**config.mk**
```make
export PLATFORM = sky130hd
export DESIGN_NAME = rom_dl_packer_flat
export DESIGN_NICKNAME = d
export VERILOG_FILES = /design/src/rtl/rom_dl_packer_if.sv /design/src/rtl/rom_dl_packer.sv /design/src/flat_wrapper.sv
export SDC_FILE = /design/constraint.sdc
export NUM_CORES = 1
export LEC_CHECK = 0
export CORE_AREA = 10 10 170 172
export DETAILED_ROUTE_END_ITERATION = 8
export DIE_AREA = 0 0 180 182
export PLACE_DENSITY_LB_ADDON = 0.2
export SYNTH_ARGS = -nofsm -noshare
export SYNTH_HDL_FRONTEND = slang
export SYNTH_SLANG_ARGS = --single-unit
```
**constraint.sdc**
```tcl
create_clock -name clk_sys -period 7.32 [get_ports clk_sys]
set_input_delay 1.83 -clock clk_sys [delete_from_list [all_inputs] [get_ports clk_sys]]
set_output_delay 1.83 -clock clk_sys [all_outputs]
set_load 0.1 [all_outputs]
```
**src/rtl/rom_dl_packer_if.sv**
```systemverilog
// Bus bundle for the ROM download loader: ioctl byte stream in, toggle-handshake SDRAM write port out.
// The slave modport is the loader's view; master is the data_io/SDRAM side that drives it.
interface rom_dl_packer_if #(
  parameter int BYTES = 2,
  parameter int AW    = 23
);
  logic                 ioctl_download;
  logic [7:0]           ioctl_index;
  logic                 ioctl_wr;
  logic [24:0]          ioctl_addr;
  logic [7:0]           ioctl_dout;
  logic                 mem_req;
  logic                 mem_ack;
  logic [AW-1:0]        mem_a;
  logic [BYTES-1:0]     mem_ds;
  logic [8*BYTES-1:0]   mem_d;
  logic                 mem_we;

  modport slave (
    input  ioctl_download, ioctl_index, ioctl_wr, ioctl_addr, ioctl_dout, mem_ack,
    output mem_req, mem_a, mem_ds, mem_d, mem_we
  );

  modport master (
    output ioctl_download, ioctl_index, ioctl_wr, ioctl_addr, ioctl_dout, mem_ack,
    input  mem_req, mem_a, mem_ds, mem_d, mem_we
  );
endinterface

```
**src/rtl/rom_dl_packer.sv**
```systemverilog
// ROM download loader: packs ioctl bytes into BYTES-wide words, queues them for a toggle-handshake
// SDRAM port and sequences core reset. Optional running byte checksum under ROM_DL_CHECKSUM_EN.
//   state   | meaning
//   S_IDLE  | no matching download seen yet
//   S_LOAD  | matching download active, packing bytes
//   S_FLUSH | download ended, push partial packer word
//   S_DRAIN | wait for FIFO empty and no request outstanding
//   S_HOLD  | core held in reset for HOLD_CYCLES
//   S_DONE  | load complete, core_reset follows user_reset
module rom_dl_packer #(
  parameter int         BYTES       = 2,
  parameter int         AW          = 23,
  parameter int         DEPTH       = 4,
  parameter logic [7:0] INDEX       = 8'd0,
  parameter int         HOLD_CYCLES = 16
) (
  input  logic               clk_sys,
  input  logic               reset,
  rom_dl_packer_if.slave     bus,
  input  logic               user_reset,
  output logic               rom_loaded,
  output logic               core_reset,
  output logic               overflow
`ifdef ROM_DL_CHECKSUM_EN
  ,
  output logic [15:0]        checksum
`endif
);
  localparam int LW     = $clog2(BYTES);
  localparam int LANE_W = (LW > 0) ? LW : 1;
  localparam int DW     = 8 * BYTES;
  localparam int WW     = AW + DW + BYTES;
  localparam int PW     = $clog2(DEPTH);
  localparam int HW     = $clog2(HOLD_CYCLES + 1);

  typedef enum logic [2:0] {S_IDLE, S_LOAD, S_FLUSH, S_DRAIN, S_HOLD, S_DONE} state_t;

  state_t              r_state, w_next;
  logic [HW-1:0]       r_hold;
  logic                r_user_q;
  logic                w_flush;

  logic [AW-1:0]       r_pk_a;
  logic [DW-1:0]       r_pk_d;
  logic [BYTES-1:0]    r_pk_m;

  logic [WW-1:0]       r_fifo [DEPTH];
  logic [PW-1:0]       r_wp, r_rp;
  logic [PW:0]         r_cnt;

  logic                r_req, r_we;
  logic [AW-1:0]       r_mem_a;
  logic [DW-1:0]       r_mem_d;
  logic [BYTES-1:0]    r_mem_ds;

  logic                w_dl_match, w_acc, w_differ, w_last, w_pk_empty;
  logic [LANE_W-1:0]   w_lane;
  logic [AW-1:0]       w_waddr;
  logic [DW-1:0]       w_new_d;
  logic [BYTES-1:0]    w_new_m;
  logic                w_push_a, w_push_b, w_ok_a, w_ok_b, w_pop, w_issue;
  logic [PW:0]         w_free;
  logic [WW-1:0]       w_head;
  logic                w_unused;

  generate
    if (LW > 0) begin : g_lane
      assign w_lane = bus.ioctl_addr[LW-1:0];
    end else begin : g_nolane
      assign w_lane = '0;
    end
  endgenerate

  assign w_unused   = ^bus.ioctl_addr;
  assign w_waddr    = bus.ioctl_addr[AW+LW-1:LW];
  assign w_dl_match = bus.ioctl_download && (bus.ioctl_index == INDEX);
  assign w_acc      = w_dl_match && bus.ioctl_wr;
  assign w_pk_empty = (r_pk_m == '0);
  assign w_differ   = !w_pk_empty && (w_waddr != r_pk_a);
  assign w_last     = (w_lane == LANE_W'(BYTES - 1));

  // A new byte either merges into the current word or starts from a cleared one
  always_comb begin
    w_new_d = (w_pk_empty || w_differ) ? '0 : r_pk_d;
    w_new_m = (w_pk_empty || w_differ) ? '0 : r_pk_m;
    w_new_d[w_lane*8 +: 8] = bus.ioctl_dout;
    w_new_m = w_new_m | (BYTES'(1) << w_lane);
  end

  // Up to two pushes per cycle: the displaced old word, then the word this byte completes
  assign w_push_a = (w_acc && w_differ) || (w_flush && !w_pk_empty);
  assign w_push_b = w_acc && w_last;
  assign w_pop    = r_we && (bus.mem_ack == r_req);
  assign w_free   = (PW+1)'(DEPTH) - r_cnt + {{PW{1'b0}}, w_pop};
  assign w_ok_a   = w_push_a && (w_free != '0);
  assign w_ok_b   = w_push_b && (w_free > {{PW{1'b0}}, w_ok_a});
  assign w_head   = r_fifo[r_rp];
  assign w_issue  = !r_we && (r_cnt != '0);

  always_comb begin
    w_next  = r_state;
    w_flush = 1'b0;
    case (r_state)
      S_IDLE:  if (w_dl_match) w_next = S_LOAD;
      S_LOAD:  if (!w_dl_match) w_next = S_FLUSH;
      S_FLUSH: if (w_dl_match) w_next = S_LOAD;
               else begin
                 w_flush = 1'b1;
                 w_next  = S_DRAIN;
               end
      S_DRAIN: if (w_dl_match) w_next = S_LOAD;
               else if (r_cnt == '0 && !r_we) w_next = S_HOLD;
      S_HOLD:  if (w_dl_match) w_next = S_LOAD;
               else if (r_hold == '0) w_next = S_DONE;
      S_DONE:  if (w_dl_match) w_next = S_LOAD;
      default: w_next = S_IDLE;
    endcase
  end

  always_ff @(posedge clk_sys or posedge reset) begin
    if (reset) begin
      r_state    <= S_IDLE;
      r_hold     <= '0;
      rom_loaded <= 1'b0;
      r_user_q   <= 1'b0;
    end else begin
      r_state  <= w_next;
      r_user_q <= user_reset;
      if (w_next == S_HOLD && r_state != S_HOLD) r_hold <= HW'(HOLD_CYCLES - 1);
      else if (r_state == S_HOLD && r_hold != '0) r_hold <= r_hold - 1'b1;
      if (r_state == S_HOLD && w_next == S_DONE) rom_loaded <= 1'b1;
    end
  end

  assign core_reset = (r_state != S_DONE) || r_user_q;

  always_ff @(posedge clk_sys or posedge reset) begin
    if (reset) begin
      r_pk_a <= '0;
      r_pk_d <= '0;
      r_pk_m <= '0;
    end else if (w_acc) begin
      r_pk_a <= w_waddr;
      r_pk_d <= w_last ? '0 : w_new_d;
      r_pk_m <= w_last ? '0 : w_new_m;
    end else if (w_flush) begin
      r_pk_d <= '0;
      r_pk_m <= '0;
    end
  end

  always_ff @(posedge clk_sys) begin
    if (w_ok_a) r_fifo[r_wp] <= {r_pk_a, r_pk_d, r_pk_m};
    if (w_ok_b) r_fifo[r_wp + PW'(w_ok_a)] <= {w_waddr, w_new_d, w_new_m};
  end

  always_ff @(posedge clk_sys or posedge reset) begin
    if (reset) begin
      r_wp     <= '0;
      r_rp     <= '0;
      r_cnt    <= '0;
      overflow <= 1'b0;
    end else begin
      r_wp  <= r_wp + PW'(w_ok_a) + PW'(w_ok_b);
      r_rp  <= r_rp + PW'(w_pop);
      r_cnt <= r_cnt + (PW+1)'(w_ok_a) + (PW+1)'(w_ok_b) - (PW+1)'(w_pop);
      if ((w_push_a && !w_ok_a) || (w_push_b && !w_ok_b)) overflow <= 1'b1;
    end
  end

  // Head stays in the FIFO until acknowledged, so the bus holds it without a copy being lost
  always_ff @(posedge clk_sys or posedge reset) begin
    if (reset) begin
      r_req    <= 1'b0;
      r_we     <= 1'b0;
      r_mem_a  <= '0;
      r_mem_d  <= '0;
      r_mem_ds <= '0;
    end else if (w_issue) begin
      r_req                       <= ~r_req;
      r_we                        <= 1'b1;
      {r_mem_a, r_mem_d, r_mem_ds} <= w_head;
    end else if (w_pop) begin
      r_we <= 1'b0;
    end
  end

  assign bus.mem_req = r_req;
  assign bus.mem_we  = r_we;
  assign bus.mem_a   = r_mem_a;
  assign bus.mem_d   = r_mem_d;
  assign bus.mem_ds  = r_mem_ds;

`ifdef ROM_DL_CHECKSUM_EN
  logic [15:0] r_sum;
  always_ff @(posedge clk_sys or posedge reset) begin
    if (reset) r_sum <= '0;
    else if (w_next == S_LOAD && r_state != S_LOAD) r_sum <= w_acc ? 16'(bus.ioctl_dout) : '0;
    else if (w_acc) r_sum <= r_sum + 16'(bus.ioctl_dout);
  end
  assign checksum = r_sum;
`endif
endmodule

```
**src/flat_wrapper.sv**
```systemverilog
// flat-port wrapper written by rule: the top's interface ports become plain ports
module rom_dl_packer_flat 
#(
  parameter int         BYTES       = 2,
  parameter int         AW          = 23,
  parameter int         DEPTH       = 4,
  parameter logic [7:0] INDEX       = 8'd0,
  parameter int         HOLD_CYCLES = 16
)
  (clk_sys, reset, user_reset, rom_loaded, core_reset, overflow, bus_ioctl_download, bus_ioctl_index, bus_ioctl_wr, bus_ioctl_addr, bus_ioctl_dout, bus_mem_ack, bus_mem_req, bus_mem_a, bus_mem_ds, bus_mem_d, bus_mem_we);
  rom_dl_packer_if #(.BYTES(BYTES), .AW(AW)) bus_i ();
  input  logic clk_sys;
  input  logic reset;
  input  logic user_reset;
  output logic rom_loaded;
  output logic core_reset;
  output logic overflow;
  input wire logic [$bits(bus_i.ioctl_download)-1:0] bus_ioctl_download;
  input wire logic [$bits(bus_i.ioctl_index)-1:0] bus_ioctl_index;
  input wire logic [$bits(bus_i.ioctl_wr)-1:0] bus_ioctl_wr;
  input wire logic [$bits(bus_i.ioctl_addr)-1:0] bus_ioctl_addr;
  input wire logic [$bits(bus_i.ioctl_dout)-1:0] bus_ioctl_dout;
  input wire logic [$bits(bus_i.mem_ack)-1:0] bus_mem_ack;
  output wire logic [$bits(bus_i.mem_req)-1:0] bus_mem_req;
  output wire logic [$bits(bus_i.mem_a)-1:0] bus_mem_a;
  output wire logic [$bits(bus_i.mem_ds)-1:0] bus_mem_ds;
  output wire logic [$bits(bus_i.mem_d)-1:0] bus_mem_d;
  output wire logic [$bits(bus_i.mem_we)-1:0] bus_mem_we;
  assign bus_i.ioctl_download = bus_ioctl_download;
  assign bus_i.ioctl_index = bus_ioctl_index;
  assign bus_i.ioctl_wr = bus_ioctl_wr;
  assign bus_i.ioctl_addr = bus_ioctl_addr;
  assign bus_i.ioctl_dout = bus_ioctl_dout;
  assign bus_i.mem_ack = bus_mem_ack;
  assign bus_mem_req = bus_i.mem_req;
  assign bus_mem_a = bus_i.mem_a;
  assign bus_mem_ds = bus_i.mem_ds;
  assign bus_mem_d = bus_i.mem_d;
  assign bus_mem_we = bus_i.mem_we;
  rom_dl_packer #(.BYTES(BYTES), .AW(AW), .DEPTH(DEPTH), .INDEX(INDEX), .HOLD_CYCLES(HOLD_CYCLES)) u_core (.clk_sys(clk_sys), .reset(reset), .bus(bus_i), .user_reset(user_reset), .rom_loaded(rom_loaded), .core_reset(core_reset), .overflow(overflow));
endmodule
```
==> results of run 1 <==
per-stage QoR:
step | cell area (um^2) | setup WS [ns] | total power [W] | hold slack (ns)
after floorplan | 12570 | 0.7279 | 0.003405 | 0.4766
final | 14850 | 1.504 | 0.005255 | 0.4694
after detailed placement | 13940 | 0.9677 | 0.003905 | 0.4595
after global routing | 14850 | 1.210 | 0.005475 | 0.4897
after CTS | 14850 | 1.520 | 0.005318 | 0.4774
after global placement | 13940 | 1.064 | 0.003869 | 0.4467
kinds of logic (layout without fill, tap and decap cells):
| family | after synthesis | in the layout | synth area share (%) |
|---|---|---|---|
| AND/OR/NAND/NOR | 117 | 117 | 5.792 |
| XOR/XNOR | 32 | 32 | 2.229 |
| AO/OA/AOI/OAI | 46 | 46 | 2.767 |
| other | 0 | 1 | 0 |
| buffers and inverters | 45 | 173 | 2.040 |
| flip-flops | 266 | 266 | 59.47 |
| adder cells (fa/ha/maj) | 9 | 9 | 1.015 |
| multiplexers | 229 | 229 | 26.69 |
cells in the mapped netlist, types with 6 or more instances:
library cell	n	area share, %
ha_1	7	0.70
nor2_1	14	0.42
nor2b_1	11	0.55
mux2_1	13	1.2
dfrtp_1	102	20
mux2_2	91	8.2
mux2_4	84	10
a31oi_1	7	0.35
mux4_2	41	7.3
inv_1	10	0.30
and2_1	43	2.1
buf_6	9	0.81
a22o_1	8	0.56
xor2_1	6	0.42
clkbuf_1	14	0.42
nand4_1	7	0.35
nand2b_1	7	0.35
a21oi_1	8	0.32
nand2_1	9	0.27
xnor2_1	26	1.8
edfxtp_1	164	39
o21ai_0	8	0.32
per-layer routing:
metal,vias up,global-route usage (%)
met1,3457,20.30
met3,34,3.062
met5,-,0
met4,0,3.804
li1,3060,-
met2,127,30.04
worst paths after layout:
kind                                         start                    to  cells after the start
worst max-delay path            bus_ioctl_addr[18]  u_core.r_fifo[0][25]                     14
worst min-delay path             u_core.rom_loaded     u_core.rom_loaded                      1
worst max register to register   u_core.r_pk_a[17]  u_core.r_fifo[0][25]                     13
worst min register to register   u_core.rom_loaded     u_core.rom_loaded                      1
max in group asynchronous                    reset     u_core.r_pk_d[10]                      3
min in group asynchronous                    reset   u_core.bus.mem_d[7]                      2
registers in the layout, summed over array words and instances, names as in the netlist:
register	count
u_core.r_fifo	164
u_core.bus.mem_a	23
u_core.r_pk_a	23
u_core.bus.mem_d	16
u_core.r_pk_d	16
u_core.r_hold	5
u_core.r_cnt	3
u_core.r_state	3
u_core.bus.mem_ds	2
u_core.r_pk_m	2
u_core.r_rp	2
u_core.r_wp	2
u_core.bus.mem_req	1
u_core.bus.mem_we	1
u_core.overflow	1
u_core.r_user_q	1
u_core.rom_loaded	1
power by group:
group          switching [W]  internal (W)
Sequential          0.000111       0.00175
Clock               0.000562      0.000845
Combinational        0.00135      0.000640
Total                0.00202       0.00323
cell type report:
| class | count | share of cell area, % |
|---|---|---|
| flip-flops and latches | 266 | 50.37 |
| multi-input cells | 433 | 32.98 |
| repair buffers | 109 | 7.381 |
| clock buffers | 43 | 5.308 |
| well taps | 335 | 2.822 |
| clock inverters | 10 | 0.8341 |
| inverters | 11 | 0.2949 |
| diodes | 1 | 0.01685 |
worst max-delay path: stages:
cell             delay [ns]
clkdlybuf4s50_1        0.52
xnor2_1                0.35
nand4_1                0.22
nor4_4                 0.48
a21oi_1                0.17
o21ai_1                0.16
buf_4                  0.22
inv_1                  0.06
ha_1                   0.19
xnor2_1                0.42
nor2b_1                0.37
o211ai_4               0.43
buf_12                 0.34
mux2_4                 0.31
==> impl_metrics.tcl, run 1 <==
set metrics [dict create \
    ys_async_sr_fraction_pct 38.35 \
    ys_warn_count 0 \
    cp.arrival_ns 6.10 \
    syn_avg_cell_area_um2 16.90 \
    fin_crit_ns 5.816 \
    clock_latency_ns 0.54 \
    die_area_um2 32760 \
    wl_met3_um 1184 \
    drv_slew 0 \
    skew_ns 0.01421 \
    period_share_pct 79.45 \
    grt_max_degree 64 \
    port_buffers 91 \
    hold_violations 0 \
    fin_util_pct 57.97 \
    area_growth_pct 18.11 \
    max_freq_ghz 0.1719 \
    drt_iter0_drc 368 \
    top_layer "met4" \
    most-common-layout-cells "edfxtp_1, dfrtp_1, mux2_2, clkdlybuf4s50_1, mux2_4" \
    layout_commonest_cell "edfxtp_1" \
    rsz0062_at_grt "no" \
    cts_buffers 29 \
    syn_inst 744 \
    synth_edf_count 164 \
    die_x_um 180 \
    fillers 1965 \
    initial_utilization_pct 49.08 \
    status "finished clean" \
    hold_class "reg -> reg" \
    place_congestion 0.7748 \
    track_usage_pct 16.68 \
    ir_drop_mv 0.3447 \
    drc 0 \
    htreeDepth 1 \
    worstMarginPinSlew_ns 1.099 \
    leakage_nw 6.099 \
    path_max_fanout 18 \
    die_y_um 182 \
    clk_pin_slew_ns 0.06 \
    maxCapViolCount 0 \
    cp_data_required_time_ns 7.60 \
    ff_latch_area_um2 7480 \
    r2r_setup_slack_ns 2.90 \
    antenna_found_initial 1 \
    io_pins 93 \
    cts_root_buf "clkbuf_16" \
    crit_path_end_kind "register" \
    ant_nets 0 \
    drive_above_1_share_pct 33.72 \
    cts_tree "yes" \
    post_cts_buffers 0 \
    vias_per_cell 5.528 \
    clock_sinks 266 \
    dpl.hpwl_um 17310 \
    worst-setup-path-type "in -> reg" \
    grt_pass1_wl_um 43060 \
    vias 6678 \
    dr.pass1.iters 5 \
    wl_met2_um 14430 \
    ys.flop_type "edfxtp_1" \
    holdBufCountCts 0 \
    slew_headroom_pct 26.38 \
    clock_path_buffers 3 \
    met1Wirelength_um 11370 \
    multi_input_area_um2 4897 \
    ys_seq_area_share_pct 59.47 \
    coreArea_um2 25620 \
    dpl.cell_count 1154 \
    instances_no_fill 1208 \
    wire_per_inst_um 22.70 \
    syn-cell-area_um2 12570 \
    nNetsFinal 906 \
    gr-total-overflow 0 \
    finalWirelength_um 27420 \
    setup_violations 0 \
    grt_pass1_vias 7479 \
    synth-seq-cells 266 \
    ys_types 51 \
    power.density_nw_per_um2 353.9 \
    finalSetupTns_ns 0 \
    synth.net_count 800 \
    cts_resized 0 \
    num_rows 59 \
    startpoint_type "input port" \
]
Note: power is estimated with default switching activity, not from simulation.
==> inputs of run 2 (changes only) <==
==> constraint.sdc (replaced) <==
create_clock -name clk_sys -period 6.1 [get_ports clk_sys]
set_input_delay 1.525 -clock clk_sys [delete_from_list [all_inputs] [get_ports clk_sys]]
set_output_delay 1.525 -clock clk_sys [all_outputs]
set_load 0.1 [all_outputs]
==> run 2 against run 1 <==
Worst hold slack lost 0.0078 ns. Sequential share of layout area is 0.57 points lower. Via count increased by 0.90%. Combinational power up 17%. Clock power rose by 35%. Count of clock-buffer cells in the layout decreased by 8. Die area is the same. Global-route usage about the same. Routed wire length grew 0.97%. Final cell count about the same. Critical path type unchanged.
==> impl_metrics.tcl, run 2 (synthesis gave the netlist of run 1 again) <==
set metrics [dict create \
    skew_ns 0.008600 \
    layout_commonest_cell "edfxtp_1" \
    port_buffers 91 \
    finalSetupTns_ns 0 \
    drt_iter0_drc 415 \
    drive_above_1_share_pct 35.70 \
    clock_power_share_pct 29.2 \
    combPwrFrac_pct 35.7 \
    area_growth_pct 19.45 \
    antenna_cells 0 \
    instances_no_fill 1209 \
    r2r_cells 12 \
    p_int_w 0.004082 \
    leakage_nw 6.204 \
    setup_violations 0 \
    cts_resized 0 \
    cp_cell_sequence "clkdlybuf4s50_1, xnor2_1, nand4_1, nor4_4, a21oi_1, o21ai_1, inv_1, ha_1, xnor2_1, nor2b_1, o211ai_4, buf_4, mux2_4" \
    max_stage_delay_ns 0.52 \
    startpoint_type "input port" \
    place_ws_ns 0.2874 \
    power.density_nw_per_um2 435.5 \
    slew_headroom_pct 21.97 \
    period_share_pct 88.27 \
    drv_slew 0 \
    finalPower_w 0.006541 \
    hold_depth 1 \
    crit_path_end_kind "register" \
    antenna_found_initial 0 \
    io_pins 93 \
    ir_drop_mv 0.4249 \
    clock_path_buffers 3 \
    holdBufCountCts 0 \
    clock_sinks 266 \
    coreArea_um2 25620 \
    setup_ws_ns 0.7155 \
    htreeDepth 1 \
    place_congestion 0.8473 \
    wire_per_inst_um 22.90 \
    nNetsFinal 908 \
    worst-setup-path-type "in -> reg" \
    clk_pin_slew_ns 0.06 \
    track_usage_pct 16.71 \
    dpl.hpwl_um 17660 \
    clock_latency_ns 0.53 \
    worstMarginPinSlew_ns 1.165 \
    switching_share_pct 37.59 \
    dr.pass1.iters 4 \
    cpMostUsedCell "xnor2_1" \
    post_cts_buffers 0 \
    rsz0062_at_grt "no" \
    grt_max_degree 56 \
    gr-total-overflow 0 \
    largest_register "u_core.r_fifo" \
    num_rows 59 \
    cp_data_required_time_ns 6.38 \
    crit_slowest_cell "clkdlybuf4s50_1" \
    max_freq_ghz 0.1857 \
    grt_pass1_vias 7415 \
    die_y_um 182 \
    cts_tree "yes" \
    finalWirelength_um 27680 \
    switchingPower_w 0.002459 \
    vias_per_cell 5.573 \
    dpl.cell_count 1157 \
    vias 6738 \
    hold_violations 0 \
    ant_nets 0 \
    die_x_um 180 \
    path_max_fanout 24 \
    die_area_um2 32760 \
    cts_buffers 28 \
    hold_class "reg -> reg" \
    cp.arrival_ns 5.67 \
    grt_pass1_wl_um 43280 \
    largest_register_ffs 164 \
    cts_root_buf "clkbuf_16" \
    pwr-share-seq_pct 35.1 \
    drc 0 \
    initial_utilization_pct 49.08 \
    maxCapViolCount 0 \
    most-common-layout-cells "edfxtp_1, dfrtp_1, mux2_2, clkdlybuf4s50_1, mux2_4" \
    fin_crit_ns 5.384 \
    status "finished clean" \
]
-- run 2: power groups by stage --
stage / registers, W / clock network [W] / logic [W]
2_1_floorplan: 0.00328 / 0 / 0.000808
3_3_place_gp: 0.00233 / 0 / 0.00233
3_5_place_dp: 0.00234 / 0 / 0.00236
4_1_cts: 0.00230 / 0.00195 / 0.00237
5_1_grt: 0.00233 / 0.00202 / 0.00244
6_report: 0.00229 / 0.00191 / 0.00233
-- run 2: area by class of cell --
class / instances / area [um^2]
clock inverter: 17 / 262.8
fill: 1921 / 10600
multi-input combinational: 433 / 4897
inverter: 11 / 43.79
sequential: 266 / 7480
tap: 335 / 419.2
timing repair buffer: 112 / 1119
clock buffer: 35 / 798.3
-- run 2: path summary, 6_finish.rpt --
kind | startpoint | to | slack (ns)
setup / recovery | bus_ioctl_addr[18] | u_core.r_fifo[0][14] | 0.72
hold / removal | u_core.rom_loaded | u_core.rom_loaded | 0.46
setup reg to reg | u_core.r_pk_a[17] | u_core.r_fifo[0][14] | 1.79
hold reg to reg | u_core.rom_loaded | u_core.rom_loaded | 0.46
max in group asynchronous | reset | u_core.r_rp[1] | 3.65
min in group asynchronous | reset | u_core.bus.mem_d[7] | 1.49
-- run 2: worst max-delay path, delay by kind of cell --
| kind | cells | cell delay [ns] |
|---|---|---|
| compound gates | 3 | 0.66 |
| xor+xnor | 2 | 0.79 |
| fa+ha+maj | 1 | 0.19 |
| buf+inv | 3 | 1.00 |
| mux | 1 | 0.37 |
| simple gates | 3 | 1.13 |
-- run 2: through the flow --
step / utilization (%) / cell area, um^2 / hold slack [ns]
final: 58.63 / 15020 / 0.4616
after global routing: 58.63 / 15020 / 0.4841
after CTS: 58.63 / 15020 / 0.4650
after detailed placement: 54.49 / 13960 / 0.4520
after global placement: 54.49 / 13960 / 0.4426
after floorplan: - / 12580 / 0.4766
-- run 2: metal layers --
layer | vias to the layer above | track usage [%] | share of wire (%) | wire, um
li1 | 3057 | - | - | -
met1 | 3498 | 20.17 | 40 | 11200
met2 | 146 | 30.65 | 53 | 14740
met3 | 37 | 2.684 | 4.3 | 1193
met4 | 0 | 3.672 | 2.0 | 548
met5 | - | 0 | 0 | 0
==> inputs of run 3 (changes only) <==
--- a/config.mk
+++ b/config.mk
@@ -9,6 +9,7 @@
 export DETAILED_ROUTE_END_ITERATION = 8
 export DIE_AREA = 0 0 180 182
 export PLACE_DENSITY_LB_ADDON = 0.2
+export RECOVER_POWER = 25
 export SYNTH_ARGS = -nofsm -noshare
 export SYNTH_HDL_FRONTEND = slang
 export SYNTH_SLANG_ARGS = --single-unit
==> run 3 against run 2 <==
The run now ends with max-capacitance violations, max-slew violations left. Total power is essentially flat. Core utilization fell by 0.12 points. Flip-flop and latch count did not move. Routed wire length up 0.13%. Register-to-register slack barely moved. Design area decreased by 0.21%. Via count rose by 0.13%. Largest power group unchanged. Clock skew increased by 0.00079 ns. Fmax barely moved. Count of clock-buffer cells in the layout stayed put. Die area is the same. Setup slack worse by 0.0042 ns.
==> impl_metrics.tcl, run 3 (synthesis gave the netlist of run 1 again) <==
set metrics [dict create \
    status "finished with violations" \
    violations "max-capacitance violations, max-slew violations" \
    clk_pin_slew_ns 0.06 \
    busiest_layer "met2" \
    worst-setup-path-type "in -> reg" \
    instances_no_fill 1209 \
    dr.pass1.iters 5 \
    clock_sinks 266 \
    crit_slowest_cell "clkdlybuf4s50_1" \
    met3_usage_pct 2.684 \
    clock_path_buffers 3 \
    gr-total-overflow 0 \
    slew_headroom_pct -78.21 \
    crit_family "simple AND/OR/NAND/NOR gates" \
    grt_max_degree 56 \
    max_freq_ghz 0.1856 \
    grt_pass1_wl_um 43280 \
    place_ws_ns 0.2874 \
    drv_slew 154 \
    drc 0 \
    drt_iter0_drc 429 \
    r2r-start "u_core.r_pk_a[17]" \
    dpl.cell_count 1157 \
    largest_register "u_core.r_fifo" \
    r2r_cells 12 \
    antenna_found_initial 0 \
    post_cts_buffers 0 \
    die_area_um2 32760 \
    max_stage_delay_ns 0.52 \
    multi_input_area_um2 4883 \
    cpMostUsedCell "xnor2_1" \
    cts_resized 0 \
    worstMarginPinSlew_ns 2.659 \
    vias 6747 \
    port_buffers 91 \
    power.density_nw_per_um2 436.4 \
    holdBufCountCts 0 \
    hold_violations 0 \
    num_rows 59 \
    r2r_setup_slack_ns 1.79 \
    clock_latency_ns 0.53 \
    grt_pass1_vias 7415 \
    nNetsFinal 908 \
    cp.arrival_ns 5.67 \
    setup_violations 0 \
    leakage_nw 6.186 \
    path_buf_inv 3 \
    holdWs_ns 0.4616 \
    largest_register_ffs 164 \
    setup_ws_ns 0.7113 \
    ff_latch_area_um2 7478 \
    hp-start "u_core.rom_loaded" \
    cts_buffers 28 \
    most-common-layout-cells "edfxtp_1, dfrtp_1, mux2_2" \
    ant_nets 0 \
    finalWirelength_um 27720 \
    maxCapViolCount 5 \
    use_met1_pct 20.17 \
    hold_class "reg -> reg" \
    die_x_um 180 \
    htreeDepth 1 \
    fillers 1935 \
    rsz0062_at_grt "no" \
    min_to "u_core.rom_loaded" \
    cp_cell_sequence "clkdlybuf4s50_1, xnor2_1, nand4_1, nor4_4, a21oi_1, o21ai_1, inv_1, ha_1, xnor2_1, nor2b_1, o211ai_4, buf_4, mux2_4" \
    wire_per_inst_um 22.93 \
    antenna_cells 0 \
    cp_data_required_time_ns 6.38 \
    drive_above_1_share_pct 34.78 \
    r2r-end "u_core.r_fifo[0][14]" \
    place_congestion 0.8473 \
    cts_root_buf "clkbuf_16" \
    startpoint_type "input port" \
    path_max_fanout 24 \
    area_growth_pct 19.21 \
    crit_path_end_kind "register" \
    hold_depth 1 \
    track_usage_pct 16.71 \
    grtUsageMet2_pct 30.65 \
    layout_commonest_cell "edfxtp_1" \
    ir_drop_mv 0.4254 \
    vias_per_cell 5.581 \
    finalSetupTns_ns 0 \
    initial_utilization_pct 49.08 \
    dpl.hpwl_um 17660 \
    fin_crit_ns 5.389 \
    cts_tree "yes" \
    die_y_um 182 \
    io_pins 93 \
    period_share_pct 88.34 \
    skew_ns 0.009387 \
    coreArea_um2 25620 \
]
-- run 3: report_power, final --
group	switching [W]	internal [W]
Clock	0.000695	0.00122
Combinational	0.00156	0.000771
Sequential	0.000197	0.00209
Total	0.00246	0.00408
-- run 3: area by class of cell --
type / instances / area share [%]
clock buffers: 35 / 5.326
clock inverters: 17 / 1.753
inverters: 11 / 0.2838
multi-input cells: 433 / 32.58
flip-flops and latches: 266 / 49.90
well taps: 335 / 2.797
repair buffers: 112 / 7.363
-- run 3: routing by layer --
metal  up-vias  wire length (um)
li1       3057                 -
met1      3513             11300
met2       140             14720
met3        37              1154
met4         0               549
met5         -                 0
-- run 3: per-stage QoR --
step                      util [%]  total power (W)  area, um^2
after floorplan                  -         0.004086       12580
after global placement       54.49         0.004658       13960
after detailed placement     54.49         0.004694       13960
after CTS                    58.63         0.006621       15020
after global routing         58.51         0.006797       14990
final                        58.51         0.006541       14990
-- run 3: how the worst max path moves through the flow --
stage / from / to / slack, ns / depth (start not counted)
floorplan: bus_mem_ack / u_core.r_fifo[1][0] / -0.05 / 10
global placement: bus_ioctl_addr[18] / u_core.r_fifo[0][27] / 0.34 / 13
detailed placement: bus_ioctl_addr[18] / u_core.r_fifo[0][18] / 0.29 / 13
CTS: bus_ioctl_addr[18] / u_core.r_fifo[0][18] / 0.78 / 13
global route: bus_ioctl_addr[18] / u_core.r_fifo[0][23] / 0.48 / 13
finish: bus_ioctl_addr[18] / u_core.r_fifo[0][14] / 0.71 / 13
